==> config.mk <==
export PLATFORM = sky130hd
export DESIGN_NAME = pipeline_stall_ctrl_flat
export DESIGN_NICKNAME = d
export VERILOG_FILES = /design/src/rtl/pipeline_stall_ctrl_pkg.sv /design/src/rtl/pipeline_stall_ctrl_if.sv /design/src/rtl/pipeline_stall_ctrl_muldiv_seq.sv /design/src/rtl/pipeline_stall_ctrl.sv /design/src/flat_wrapper.sv
export SDC_FILE = /design/constraint.sdc
export NUM_CORES = 1
export LEC_CHECK = 0
export CAP_MARGIN = 20
export CORE_MARGIN = 5
export CORE_UTILIZATION = 51
export DETAILED_ROUTE_END_ITERATION = 7
export PLACE_DENSITY = 0.82
export SETUP_SLACK_MARGIN = 0.15
export SLEW_MARGIN = 40
export SYNTH_ARGS = -nofsm -noshare
export SYNTH_HDL_FRONTEND = slang
export SYNTH_SLANG_ARGS = --single-unit
==> constraint.sdc <==
create_clock -name clk -period 3.89 [get_ports clk]
set_input_delay 1.167 -clock clk [delete_from_list [all_inputs] [get_ports clk]]
set_output_delay 1.167 -clock clk [all_outputs]
set_load 0.05 [all_outputs]
==> src/rtl/pipeline_stall_ctrl_pkg.sv <==
// Shared encodings and default latencies for the pipeline stall/flush scheduler.
package pipeline_stall_ctrl_pkg;

   typedef enum logic [1:0] {
      ST_RUN       = 2'b00,
      ST_DMEM_WAIT = 2'b01,
      ST_ERROR     = 2'b10
   } ctrl_state_e;

   localparam int DEF_MULT_CYCLES  = 4;
   localparam int DEF_DIV_CYCLES   = 32;
   localparam int DEF_DMEM_TIMEOUT = 64;

   // Per-stage hold/bubble controls, MSB first as they appear on the bus.
   typedef struct packed {
      logic stall_pc;
      logic stall_decode;
      logic stall_exe;
      logic stall_mem;
      logic flush_decode;
      logic flush_exe;
      logic flush_wb;
   } stall_ctl_t;

endpackage

==> src/rtl/pipeline_stall_ctrl_if.sv <==
// Handshake bundle between hazard unit / memory interface and the stall scheduler.
interface pipeline_stall_ctrl_if;

   logic       hazard_stall;
   logic       branch_taken_decode;
   logic       dmem_req_mem;
   logic       dmem_ready;
   logic       muldiv_start_exe;
   logic       muldiv_is_div_exe;
   logic       muldiv_use_decode;
   logic       stall_pc;
   logic       stall_decode;
   logic       stall_exe;
   logic       stall_mem;
   logic       flush_decode;
   logic       flush_exe;
   logic       flush_wb;
   logic       muldiv_busy;
   logic       muldiv_done;
   logic       dmem_timeout;
   logic [1:0] ctrl_state;

   // Pipeline side: drives requests, consumes stall/flush controls.
   modport master (
      output hazard_stall, branch_taken_decode, dmem_req_mem, dmem_ready,
             muldiv_start_exe, muldiv_is_div_exe, muldiv_use_decode,
      input  stall_pc, stall_decode, stall_exe, stall_mem,
             flush_decode, flush_exe, flush_wb,
             muldiv_busy, muldiv_done, dmem_timeout, ctrl_state
   );

   // Scheduler side.
   modport slave (
      input  hazard_stall, branch_taken_decode, dmem_req_mem, dmem_ready,
             muldiv_start_exe, muldiv_is_div_exe, muldiv_use_decode,
      output stall_pc, stall_decode, stall_exe, stall_mem,
             flush_decode, flush_exe, flush_wb,
             muldiv_busy, muldiv_done, dmem_timeout, ctrl_state
   );

endinterface

==> src/rtl/pipeline_stall_ctrl_muldiv_seq.sv <==
// Multiply/divide latency sequencer: issue loads a down-counter, done fires on
// the last busy cycle. Runs independently of pipeline stalls.
module muldiv_seq
   import pipeline_stall_ctrl_pkg::*;
#(
   parameter int MULT_CYCLES = DEF_MULT_CYCLES,
   parameter int DIV_CYCLES  = DEF_DIV_CYCLES
) (
   input  logic clk,
   input  logic rst,
   input  logic issue,
   input  logic is_div,
   output logic busy,
   output logic done
);

   localparam int CNT_W = $clog2(DIV_CYCLES);
   localparam logic [CNT_W-1:0] MULT_LD = CNT_W'(MULT_CYCLES - 1);
   localparam logic [CNT_W-1:0] DIV_LD  = CNT_W'(DIV_CYCLES - 1);

   logic [CNT_W-1:0] cnt;

   // Load on issue (a re-issue simply restarts), count down, drop busy after the done cycle.
   always_ff @(posedge clk) begin
      if (rst) begin
         busy <= 1'b0;
         cnt  <= '0;
      end else if (issue) begin
         busy <= 1'b1;
         cnt  <= is_div ? DIV_LD : MULT_LD;
      end else if (busy) begin
         if (cnt == '0)
            busy <= 1'b0;
         else
            cnt <= cnt - CNT_W'(1);
      end
   end

   // Done is decoded from registered state, so it is a clean one-cycle strobe.
   assign done = busy & (cnt == '0);

endmodule

==> src/rtl/pipeline_stall_ctrl.sv <==
// Central stall/flush scheduler for the 5-stage pipeline: dmem wait FSM with
// timeout, mul/div resource tracking and the stall/flush priority mux.
module pipeline_stall_ctrl
   import pipeline_stall_ctrl_pkg::*;
#(
   parameter int MULT_CYCLES  = DEF_MULT_CYCLES,
   parameter int DIV_CYCLES   = DEF_DIV_CYCLES,
   parameter int DMEM_TIMEOUT = DEF_DMEM_TIMEOUT
) (
   input logic                 clk,
   input logic                 rst,
   pipeline_stall_ctrl_if.slave bus
);

   localparam int WCNT_W = $clog2(DMEM_TIMEOUT + 1);

   ctrl_state_e       state;
   logic [WCNT_W-1:0] wcnt;
   logic              timeout_q;
   logic              dmem_stall;
   logic              md_stall;
   logic              issue;
   logic              busy;
   logic              done;
   stall_ctl_t        ctl;

   assign dmem_stall = bus.dmem_req_mem & ~bus.dmem_ready;
   // A mul/div entering EX this cycle only blocks decode if it actually issues.
   assign md_stall   = bus.muldiv_use_decode & (busy | (bus.muldiv_start_exe & ~dmem_stall));
   assign issue      = bus.muldiv_start_exe & ~dmem_stall & (state != ST_ERROR);

   muldiv_seq #(
      .MULT_CYCLES (MULT_CYCLES),
      .DIV_CYCLES  (DIV_CYCLES)
   ) u_muldiv_seq (
      .clk    (clk),
      .rst    (rst),
      .issue  (issue),
      .is_div (bus.muldiv_is_div_exe),
      .busy   (busy),
      .done   (done)
   );

   // Dmem wait tracking; ERROR is terminal until reset.
   always_ff @(posedge clk) begin
      if (rst) begin
         state     <= ST_RUN;
         wcnt      <= '0;
         timeout_q <= 1'b0;
      end else begin
         case (state)
            ST_RUN: begin
               if (dmem_stall) begin
                  state <= ST_DMEM_WAIT;
                  wcnt  <= WCNT_W'(1);
               end
            end
            ST_DMEM_WAIT: begin
               if (!dmem_stall) begin
                  state <= ST_RUN;
                  wcnt  <= '0;
               end else if (wcnt == WCNT_W'(DMEM_TIMEOUT - 1)) begin
                  state     <= ST_ERROR;
                  timeout_q <= 1'b1;
               end else begin
                  wcnt <= wcnt + WCNT_W'(1);
               end
            end
            ST_ERROR: begin
               state <= ST_ERROR;
            end
            default: begin
               state <= ST_RUN;
               wcnt  <= '0;
            end
         endcase
      end
   end

   // Priority mux: error > dmem wait > mul/div > hazard > branch flush.
   always_comb begin
      ctl = '0;
      if (rst) begin
         ctl = '0;
      end else if (state == ST_ERROR || dmem_stall) begin
         ctl.stall_pc     = 1'b1;
         ctl.stall_decode = 1'b1;
         ctl.stall_exe    = 1'b1;
         ctl.stall_mem    = 1'b1;
         ctl.flush_wb     = 1'b1;
      end else if (md_stall || bus.hazard_stall) begin
         ctl.stall_pc     = 1'b1;
         ctl.stall_decode = 1'b1;
         ctl.flush_exe    = 1'b1;
      end else begin
         ctl.flush_decode = bus.branch_taken_decode;
      end
   end

   assign bus.stall_pc     = ctl.stall_pc;
   assign bus.stall_decode = ctl.stall_decode;
   assign bus.stall_exe    = ctl.stall_exe;
   assign bus.stall_mem    = ctl.stall_mem;
   assign bus.flush_decode = ctl.flush_decode;
   assign bus.flush_exe    = ctl.flush_exe;
   assign bus.flush_wb     = ctl.flush_wb;
   assign bus.muldiv_busy  = busy;
   assign bus.muldiv_done  = done;
   assign bus.dmem_timeout = timeout_q;
   assign bus.ctrl_state   = state;

endmodule
==> src/flat_wrapper.sv <==
// flat-port wrapper written by rule: the top's interface ports become plain ports
module pipeline_stall_ctrl_flat import pipeline_stall_ctrl_pkg::*;
#(
   parameter int MULT_CYCLES  = DEF_MULT_CYCLES,
   parameter int DIV_CYCLES   = DEF_DIV_CYCLES,
   parameter int DMEM_TIMEOUT = DEF_DMEM_TIMEOUT
)
  (clk, rst, bus_hazard_stall, bus_branch_taken_decode, bus_dmem_req_mem, bus_dmem_ready, bus_muldiv_start_exe, bus_muldiv_is_div_exe, bus_muldiv_use_decode, bus_stall_pc, bus_stall_decode, bus_stall_exe, bus_stall_mem, bus_flush_decode, bus_flush_exe, bus_flush_wb, bus_muldiv_busy, bus_muldiv_done, bus_dmem_timeout, bus_ctrl_state);
  pipeline_stall_ctrl_if bus_i ();
  input logic clk;
  input logic rst;
  input wire logic [$bits(bus_i.hazard_stall)-1:0] bus_hazard_stall;
  input wire logic [$bits(bus_i.branch_taken_decode)-1:0] bus_branch_taken_decode;
  input wire logic [$bits(bus_i.dmem_req_mem)-1:0] bus_dmem_req_mem;
  input wire logic [$bits(bus_i.dmem_ready)-1:0] bus_dmem_ready;
  input wire logic [$bits(bus_i.muldiv_start_exe)-1:0] bus_muldiv_start_exe;
  input wire logic [$bits(bus_i.muldiv_is_div_exe)-1:0] bus_muldiv_is_div_exe;
  input wire logic [$bits(bus_i.muldiv_use_decode)-1:0] bus_muldiv_use_decode;
  output wire logic [$bits(bus_i.stall_pc)-1:0] bus_stall_pc;
  output wire logic [$bits(bus_i.stall_decode)-1:0] bus_stall_decode;
  output wire logic [$bits(bus_i.stall_exe)-1:0] bus_stall_exe;
  output wire logic [$bits(bus_i.stall_mem)-1:0] bus_stall_mem;
  output wire logic [$bits(bus_i.flush_decode)-1:0] bus_flush_decode;
  output wire logic [$bits(bus_i.flush_exe)-1:0] bus_flush_exe;
  output wire logic [$bits(bus_i.flush_wb)-1:0] bus_flush_wb;
  output wire logic [$bits(bus_i.muldiv_busy)-1:0] bus_muldiv_busy;
  output wire logic [$bits(bus_i.muldiv_done)-1:0] bus_muldiv_done;
  output wire logic [$bits(bus_i.dmem_timeout)-1:0] bus_dmem_timeout;
  output wire logic [$bits(bus_i.ctrl_state)-1:0] bus_ctrl_state;
  assign bus_i.hazard_stall = bus_hazard_stall;
  assign bus_i.branch_taken_decode = bus_branch_taken_decode;
  assign bus_i.dmem_req_mem = bus_dmem_req_mem;
  assign bus_i.dmem_ready = bus_dmem_ready;
  assign bus_i.muldiv_start_exe = bus_muldiv_start_exe;
  assign bus_i.muldiv_is_div_exe = bus_muldiv_is_div_exe;
  assign bus_i.muldiv_use_decode = bus_muldiv_use_decode;
  assign bus_stall_pc = bus_i.stall_pc;
  assign bus_stall_decode = bus_i.stall_decode;
  assign bus_stall_exe = bus_i.stall_exe;
  assign bus_stall_mem = bus_i.stall_mem;
  assign bus_flush_decode = bus_i.flush_decode;
  assign bus_flush_exe = bus_i.flush_exe;
  assign bus_flush_wb = bus_i.flush_wb;
  assign bus_muldiv_busy = bus_i.muldiv_busy;
  assign bus_muldiv_done = bus_i.muldiv_done;
  assign bus_dmem_timeout = bus_i.dmem_timeout;
  assign bus_ctrl_state = bus_i.ctrl_state;
  pipeline_stall_ctrl #(.MULT_CYCLES(MULT_CYCLES), .DIV_CYCLES(DIV_CYCLES), .DMEM_TIMEOUT(DMEM_TIMEOUT)) u_core (.clk(clk), .rst(rst), .bus(bus_i));
endmodule
==> After elaboration in Yosys (flattened, before gate mapping) <==
Index checks and enable logic that the tools add are counted.
{ "totals": {"reg_bits": 16, "input_bits": 9, "output_inout_bits": 12, "elab_cells": 56} }
{ "op_classes": {"addsub": 2, "n_eq_ne": 8, "muxes": 23, "bitwise_logic": 9, "reduce_logical": 9} }
{ "op_table": {"columns": ["operator", "n"], "rows": [
  ["$mux 7", 4],
  ["$pmux 7 s3", 1],
  ["$mux 5", 4],
  ["$mux 2", 7],
  ["$add 7x1->7 const B", 1],
  ["$eq 7x6->1 const B", 1],
  ["$mux 1", 6],
  ["$ne 3x3->1 const B", 2],
  ["$pmux 2 s3", 1],
  ["$reduce_and 3->1", 2],
  ["$and 1x1->1", 5],
  ["$logic_not 5->1", 1],
  ["$sub 5x1->5 const B", 1],
  ["$ne 2x1->1 const B", 2],
  ["$reduce_and 2->1", 2],
  ["$not 1->1", 3],
  ["$eq 2x1->1 const B", 1],
  ["$eq 2x2->1 const B", 1],
  ["$logic_not 2->1", 1],
  ["$logic_or 1x1->1", 2],
  ["$ne 2x2->1 const B", 1],
  ["$reduce_bool 2->1", 1],
  ["$or 1x1->1", 1]
]} }

==> Logic depth before layout (Yosys ltp) <==
Gate-level depths: netlist of run 1.
{ "depth": {"depth_word": 10, "mapped_depth": 6, "ltp_nobuf": 6} }

==> Hierarchy <==
A second synthesis of run 1 with hierarchy kept.
{ "unflattened": {"hier_cells": 108, "area_unflattened_um2": 928.4} }
{ "by_module_without_submodules": {"columns": ["mod", "instances", "cells_per_inst", "area_each_um2", "seq_area_each_um2"], "rows": [
  ["pipeline_stall_ctrl", 1, 71, 599.3, 200.2],
  ["muldiv_seq", 1, 37, 329.1, 120.1]
]} }

==> Least setup slack after synthesis of run 1 <==
OpenSTA, ideal clock, no wires.
{ "synth_timing": {"path_kind": "in2out", "from": "in bus_dmem_ready", "to": "out bus_stall_pc", "arrival_time_ps": 2876, "t_required_ps": 2723, "slack_ps": -153, "cell_stages": 5, "path_buffers": 1, "cell_sequence": "nand2b_1 > a21o_1 > a21oi_1 > a31oi_1 > buf_4"} }
{ "synth_between": {"elab_chain_len": 10, "word_cells_on_any_way": 11, "cone_classes": "mux: 3; bitwise: 6; reduce/logical: 2"} }
{ "synth_rtl": {"columns": ["element", "line_no", "rtl"], "rows": [
  ["start, declared", "flat_wrapper.sv:15", "input wire logic [$bits(bus_i.dmem_ready)-1:0] bus_dmem_ready;"],
  ["$not 1->1 *", "pipeline_stall_ctrl.sv:27", "assign dmem_stall = bus.dmem_req_mem & ~bus.dmem_ready;"],
  ["$and 1x1->1 *", "pipeline_stall_ctrl.sv:27", null],
  ["$not 1->1", "pipeline_stall_ctrl.sv:29", "assign md_stall = bus.muldiv_use_decode & (busy | (bus.muldiv_start_exe & ~dmem_stall));"],
  ["$and 1x1->1", "pipeline_stall_ctrl.sv:29", null],
  ["$or 1x1->1", "pipeline_stall_ctrl.sv:29", null],
  ["$and 1x1->1", "pipeline_stall_ctrl.sv:29", null],
  ["$logic_or 1x1->1", "pipeline_stall_ctrl.sv:91", "end else if (md_stall || bus.hazard_stall) begin"],
  ["$mux 2", "pipeline_stall_ctrl.sv:91", null],
  ["$mux 2 *", "pipeline_stall_ctrl.sv:85", "end else if (state == ST_ERROR || dmem_stall) begin"],
  ["$mux 7 *", "pipeline_stall_ctrl.sv:83", "if (rst) begin"],
  ["end, declared", "flat_wrapper.sv:19", "output wire logic [$bits(bus_i.stall_pc)-1:0] bus_stall_pc;"]
]} }
Every way passes the cells marked *; elsewhere a longest branch is shown, timed or not.

==> Final worst setup path of run 1 <==
{ "layout_timing": {"from": "in bus_dmem_ready", "to": "out bus_flush_decode"} }
{ "layout_between": {"elab_chain_len": 10, "word_cells_on_any_way": 11, "cone_classes": "mux: 3; bitwise: 6; reduce/logical: 2"} }
{ "layout_rtl": {"columns": ["element", "line_no", "rtl"], "rows": [
  ["$not 1->1 *", "pipeline_stall_ctrl.sv:27", null],
  ["$and 1x1->1 *", "pipeline_stall_ctrl.sv:27", null],
  ["$not 1->1", "pipeline_stall_ctrl.sv:29", null],
  ["$and 1x1->1", "pipeline_stall_ctrl.sv:29", null],
  ["$or 1x1->1", "pipeline_stall_ctrl.sv:29", null],
  ["$and 1x1->1", "pipeline_stall_ctrl.sv:29", null],
  ["$logic_or 1x1->1", "pipeline_stall_ctrl.sv:91", null],
  ["$mux 1", "pipeline_stall_ctrl.sv:91", null],
  ["$mux 2 *", "pipeline_stall_ctrl.sv:85", null],
  ["$mux 7 *", "pipeline_stall_ctrl.sv:83", null],
  ["end, declared", "flat_wrapper.sv:23", "output wire logic [$bits(bus_i.flush_decode)-1:0] bus_flush_decode;"]
]} }
Marks and branches as above.

==> results.txt, run 1 <==
Status -> finished clean
CTS root buffer -> clkbuf_4
Skew-Pair Late Insertion Delay -> 0.29 ns
Average via count per standard cell -> 5.96
CTS tree -> yes
# hold bufs at CTS -> 0
Top cell type's share of synthesized area -> 0.363
Post-Syn Instances -> 104
Total of max-cap violations -> 0
Leak Pwr -> 0.455 nW
Detailed placement HPWL -> 1520 microns
First drt pass iteration count -> 4
Crit path required time -> 2.72 ns
WL met2 -> 1100 microns
Final Net Count -> 137
Std cell rows -> 15
Vias in the first global route -> 806
Proportion of synthesized chip area in sequential cells -> 0.363
Grt ovf -> 0
Min-delay worst type -> reg -> reg
Port Buffers -> 20
Global-route wire length before repair -> 3390 microns
Share of layout cells above drive strength 1 -> 0.232
Commonest cells in the synthesized netlist -> dfxtp_1, nand2_1, a21oi_1
Yosys cell types -> 36
CP startpoint kind -> input pin
Post-synth EDFFs -> 0
Final Hold Viols -> 0
Final hold slack -> 0.484 ns
Routed Wire Length -> 2070 microns
Final min period -> 3.72 ns
Clk_skew -> 0.00647 ns
Clock Tree Buf Depth -> 2
Clk pin slew, worst setup/hold paths -> 0.09 ns
DR DRC count -> 0
Fin crit share -> 0.956
Ys async rst share -> 0
DP Cell Count -> 138
Setup crit end kind -> primary output
Peak VDD IR -> 0.000307 V
Post-route ant nets -> 0
Initial antenna violation count -> 0
DIE HEIGHT -> 51.6 microns
Ys Warns -> 0
Setup CP Type -> in -> out
Met3 WL post-DR -> 129 microns
Max Slew Vio Count -> 0
Clk sink count -> 16
Pwr dens -> 320 nW/um^2
Die ar. -> 2660 sq um
Setup TNS -> 0 ns
Ant diodes -> 0
Yosys reg bits -> 16
Gpl congestion -> 0.851
Count leader, synth -> dfxtp_1
Syn nets -> 115
CTS buffer count -> 3
Most area-consuming cells after synthesis -> dfxtp_1, a31oi_1, a21oi_1, nand2_1, nand3_1
Slew margin rel. -> 0.668
Die W -> 51.6 microns
Pwr Total -> 395 uW
DP Worst Slack -> 0.0566 ns
All-Layer GR Usage -> 0.168
Synthesized cell area -> 882 sq um
Worst-path fanout max -> 3
Synth-to-Final Area Change -> 40.0%
Largest net degree at the start of global routing -> 13
RSZ-0062 raised after global routing -> true
Fmax -> 269 MHz
Worst Slack Setup Final -> 0.172 ns
Detailed-route wire length per cell -> 14.6 microns
DR iter-0 viols -> 11
H-tree depth -> 1
Non-Filler Instances -> 142
I/O Pins -> 21
Worst-Margin Slew -> 0.496 ns
Met1 Wirelength -> 827 microns
Ys flop type -> dfxtp_1
Core area -> 1690 sq um
Worst path arrival time -> 2.55 ns
Highest routed layer -> met4
Via count -> 847
Avg Cell Area, Syn -> 8.48 sq um
Initial Util -> 0.522
Endpoints failing setup -> 0
Synth area leader -> dfxtp_1
logic make-up (layout without fill, tap and decap cells):
logic type,after synthesis,in the layout,share of synthesized area
AO/OA/AOI/OAI,29,29,0.210
flip-flops,16,16,0.363
AND/OR/NAND/NOR,42,42,0.291
XOR/XNOR,3,3,0.0298
adder cells (fa/ha/maj),2,2,0.0284
buffers and inverters,10,31,0.0553
multiplexers,2,2,0.0227
final cells by class:
class / instances / area, sq um
Multi-Input combinational cell: 78 / 553
Inverter: 5 / 18.8
Timing Repair Buffer: 22 / 285
Fill cell: 136 / 454
Tap cell: 17 / 21.3
Sequential cell: 16 / 320
Clock buffer: 4 / 36.3
flip-flops by register name, summed over array words and instances (netlist names):
signal,flops
u_core.u_muldiv_seq.cnt,5
u_core.bus.ctrl_state,2
u_core.wcnt,7
u_core.bus.dmem_timeout,1
u_core.u_muldiv_seq.busy,1
placed cells by master (no fill, tap or decap), types with 2 or more instances in the layout:
| cell type | instances |
|---|---|
| inv_1 | 5 |
| ha_1 | 2 |
| or3_1 | 3 |
| xor2_1 | 2 |
| o21ai_0 | 4 |
| mux2i_1 | 2 |
| clkbuf_4 | 3 |
| buf_12 | 7 |
| nor2_1 | 6 |
| nor3_2 | 2 |
| and3_1 | 2 |
| dfxtp_1 | 16 |
| a21oi_1 | 6 |
| nand2_1 | 10 |
| a31oi_1 | 6 |
| a21oi_2 | 2 |
| nand2b_1 | 2 |
| o211ai_1 | 3 |
| nand3_1 | 6 |
| buf_4 | 2 |
| clkdlybuf4s50_1 | 13 |
path summary, 6_finish.rpt:
| kind | from | end | slack [ns] | cells past startpoint |
|---|---|---|---|---|
| min reg2reg | u_core.bus.dmem_timeout | u_core.bus.dmem_timeout | 0.48 | 2 |
| min | u_core.bus.dmem_timeout | u_core.bus.dmem_timeout | 0.48 | 2 |
| max | bus_dmem_ready | bus_flush_decode | 0.17 | 6 |
| max reg2reg | u_core.wcnt[1] | u_core.wcnt[1] | 2.30 | 5 |
what timing repair did:
item / 4_1_cts / 5_1_grt
setup endpoints to repair: 3 / 3
pin swaps: 0 / 1
setup buffers: 0 / 0
gates resized for setup: 1 / 3
report_power, final:
group / internal, mW / leakage (nW) / total (mW) / switching, mW
clock: 0.0570 / 0.0210 / 0.110 / 0.0531
sequential: 0.172 / 0.131 / 0.181 / 0.00927
combinational: 0.0482 / 0.303 / 0.104 / 0.0561
critical path: stages:
cell,delay (ns)
clkdlybuf4s50_1,0.45
nand2b_1,0.18
a21o_1,0.22
a21oi_4,0.18
and3_4,0.22
buf_12,0.13
metrics by stage:
stage                     area, sq um  utilization
final                            1230        0.731
after global routing             1230        0.731
after CTS                        1210        0.719
after detailed placement         1170        0.695
after global placement           1170        0.695
after floorplan                   897            -
per-layer routing:
layer  up-vias  track usage
met5         -            0
met4         0       0.0480
met3         2       0.0401
met2        27        0.322
met1       398        0.178
li1        420            -
Note: power is estimated with default switching activity, not from simulation.
==> inputs of run 2 (changes only) <==
--- a/config.mk
+++ b/config.mk
@@ -5,11 +5,12 @@
 export SDC_FILE = /design/constraint.sdc
 export NUM_CORES = 1
 export LEC_CHECK = 0
+export ABC_AREA = 1
 export CAP_MARGIN = 20
 export CORE_MARGIN = 5
-export CORE_UTILIZATION = 51
+export CORE_UTILIZATION = 53
 export DETAILED_ROUTE_END_ITERATION = 7
-export PLACE_DENSITY = 0.82
+export PLACE_DENSITY = 0.83
 export SETUP_SLACK_MARGIN = 0.15
 export SLEW_MARGIN = 40
 export SYNTH_ARGS = -nofsm -noshare
==> run 2 against run 1 <==
Setup slack gained 0.055 ns. Sequential cell count unchanged. Combinational power rose by 29%. Final cell count increased by 40%. Sequential power is essentially flat. Synthesized cell count grew 46%. Clock-buffer cell count shrank 1. Power rose by 1.8%. Critical path type unchanged.
==> results.txt, run 2 <==
Status -> finished clean
Yosys cell types -> 25
Avg Cell Area, Syn -> 6.45 sq um
R2R Setup Slk -> 2.52 ns
Final Hold Viols -> 0
I/O Pins -> 21
Setup CP Type -> in -> out
Yosys reg bits -> 16
Worst path arrival time -> 2.50 ns
Gpl congestion -> 0.858
DR iter-0 viols -> 17
Combinational power share -> 0.332
Post-synth EDFFs -> 0
Initial antenna violation count -> 0
Fmax -> 273 MHz
Reg2Reg Depth -> 8
Most frequent cells in the layout -> nand2_1, nor2_1, inv_1
Core area -> 1750 sq um
Leak Pwr -> 0.611 nW
Clk_skew -> 0.00428 ns
Initial Util -> 0.562
Final hold slack -> 0.452 ns
Hold EP -> u_core.wcnt[6]
Min-delay worst type -> reg -> reg
Placed cell areas -> 1270 sq um
Internal power -> 265 uW
RSZ-0062 raised after global routing -> true
CTS root buffer -> clkbuf_4
Die ar. -> 2810 sq um
Worst Slack Setup Final -> 0.227 ns
Sw frac -> 0.342
H-tree depth -> 1
Ys Warns -> 0
Max Slew Vio Count -> 0
Final min period -> 3.66 ns
Crit-path cells -> clkdlybuf4s50_1 -> inv_1 -> nand2_1 -> nand2_1 -> inv_2 -> a31oi_2 -> buf_12
Peak VDD IR -> 0.000248 V
Total of max-cap violations -> 0
Post-Syn Instances -> 152
Sw Pwr -> 137 uW
All-Layer GR Usage -> 0.191
Critical path's most frequent cell -> nand2_1
Ant diodes -> 0
DP Worst Slack -> 0.0881 ns
Detailed-route wire length per cell -> 11.3 microns
Setup TNS -> 0 ns
Top cell type's share of synthesized area -> 0.327
Endpoints failing setup -> 0
Skew-Pair Late Insertion Delay -> 0.29 ns
Worst path max stage delay -> 0.44 ns
Setup crit end kind -> primary output
Proportion of synthesized chip area in sequential cells -> 0.327
Slew margin rel. -> 0.665
Fin crit share -> 0.942
Worst flop-to-flop path endpoint -> u_core.u_muldiv_seq.cnt[2]
Synth area leader -> dfxtp_1
Share of layout cells above drive strength 1 -> 0.190
Worst-Margin Slew -> 0.501 ns
Clk pin slew, worst setup/hold paths -> 0.08 ns
Routed Wire Length -> 2240 microns
Die W -> 53.0 microns
Hold depth -> 2
Biggest register -> u_core.wcnt
Hold Crit Start -> u_core.wcnt[6]
CTS tree -> yes
Via count -> 978
Worst-path fanout max -> 5
Post-route ant nets -> 0
Count leader, synth -> nand2_1
DR DRC count -> 0
Vias in the first global route -> 968
Final Util -> 0.745
Synthesized cell area -> 981 sq um
Average via count per standard cell -> 4.91
Ys async rst share -> 0
DP Cell Count -> 196
Critical path startpoint -> bus_dmem_ready
Pwr Total -> 402 uW
Commonest non-fill, non-tap cell in the layout -> nand2_1
Syn nets -> 163
Final Net Count -> 187
Global-route wire length before repair -> 3940 microns
Grt ovf -> 0
CP startpoint kind -> input pin
Largest net degree at the start of global routing -> 10
Port Buffers -> 20
Clk sink count -> 16
Commonest cells in the synthesized netlist -> nand2_1, nor2_1, inv_1
R2r startpoint -> u_core.u_muldiv_seq.cnt[0]
Std cell rows -> 15
Most area-consuming cells after synthesis -> dfxtp_1, nand2_1, nor2_1, inv_1, a21oi_1
Synth-to-Final Area Change -> 32.5%
Clock Tree Buf Depth -> 2
Pwr dens -> 309 nW/um^2
Finished Cell Area -> 1300 sq um
Flop pwr share -> 0.454
CTS buffer count -> 3
First drt pass iteration count -> 4
Non-Filler Instances -> 199
DIE HEIGHT -> 53.0 microns
Ys flop type -> dfxtp_1
Detailed placement HPWL -> 1840 microns
Slowest-stage cell, CP -> clkdlybuf4s50_1
Clk network pwr share -> 0.213
Largest register FFs -> 7
Crit path required time -> 2.72 ns
run 2: cell types whose count changed after synthesis, sizes merged, moves of 4 or more:
cell   previous run  this run
nand2            12        46
nor3              4         0
nor2              6        25
nand3             7        11
inv               5        22
a31oi             7         1
or3               4         0
run 2: routing by layer:
layer	global-route usage	part of all wire	up-vias
li1	-	-	517
met1	0.195	0.42	427
met2	0.368	0.50	27
met3	0.0451	0.063	7
met4	0.0723	0.019	0
met5	0	0	-
run 2: what timing repair did:
| action | in CTS | in global routing |
|---|---|---|
| setup buffers | 0 | 0 |
| hold buffers | 0 | 0 |
| resized for setup | 1 | 1 |
| setup endpoints to repair | 3 | 3 |
run 2: how the worst max path moves through the flow:
stage / end / slack, ns
floorplan: bus_stall_exe / 0.23
global placement: bus_stall_mem / 0.18
detailed placement: bus_stall_mem / 0.09
CTS: bus_stall_decode / 0.22
global route: bus_stall_decode / 0.15
finish: bus_stall_decode / 0.23
run 2: cell families after synthesis:
| family | synth area share |
|---|---|
| buffers and inverters | 0.122 |
| adders and majority gates | 0.0255 |
| xor gates and xnor gates | 0.0179 |
| AOI/OAI and AO/OA | 0.102 |
| DFF | 0.327 |
| and+or+nand+nor | 0.406 |
run 2: area by class of cell:
type	instances	area [sq um]
well taps	25	31.3
fillers	134	445
multi-input cells	107	552
inverters	25	93.8
repair buffers	23	280
flip-flops and latches	16	320
clock buffers	3	22.5
run 2: worst max-delay path: cells and delay by family:
kind / cells / cell delay, ns
buffers and inverters: 4 / 0.76
AOI/OAI and AO/OA: 1 / 0.33
and+or+nand+nor: 2 / 0.23
run 2: power by group through the flow:
stage	clock [mW]	sequential (mW)	combinational [mW]
5_1_grt	0.0958	0.185	0.147
2_1_floorplan	0	0.190	0.0852
3_5_place_dp	0	0.187	0.133
4_1_cts	0.0862	0.183	0.134
6_report	0.0858	0.183	0.134
3_3_place_gp	0	0.186	0.129
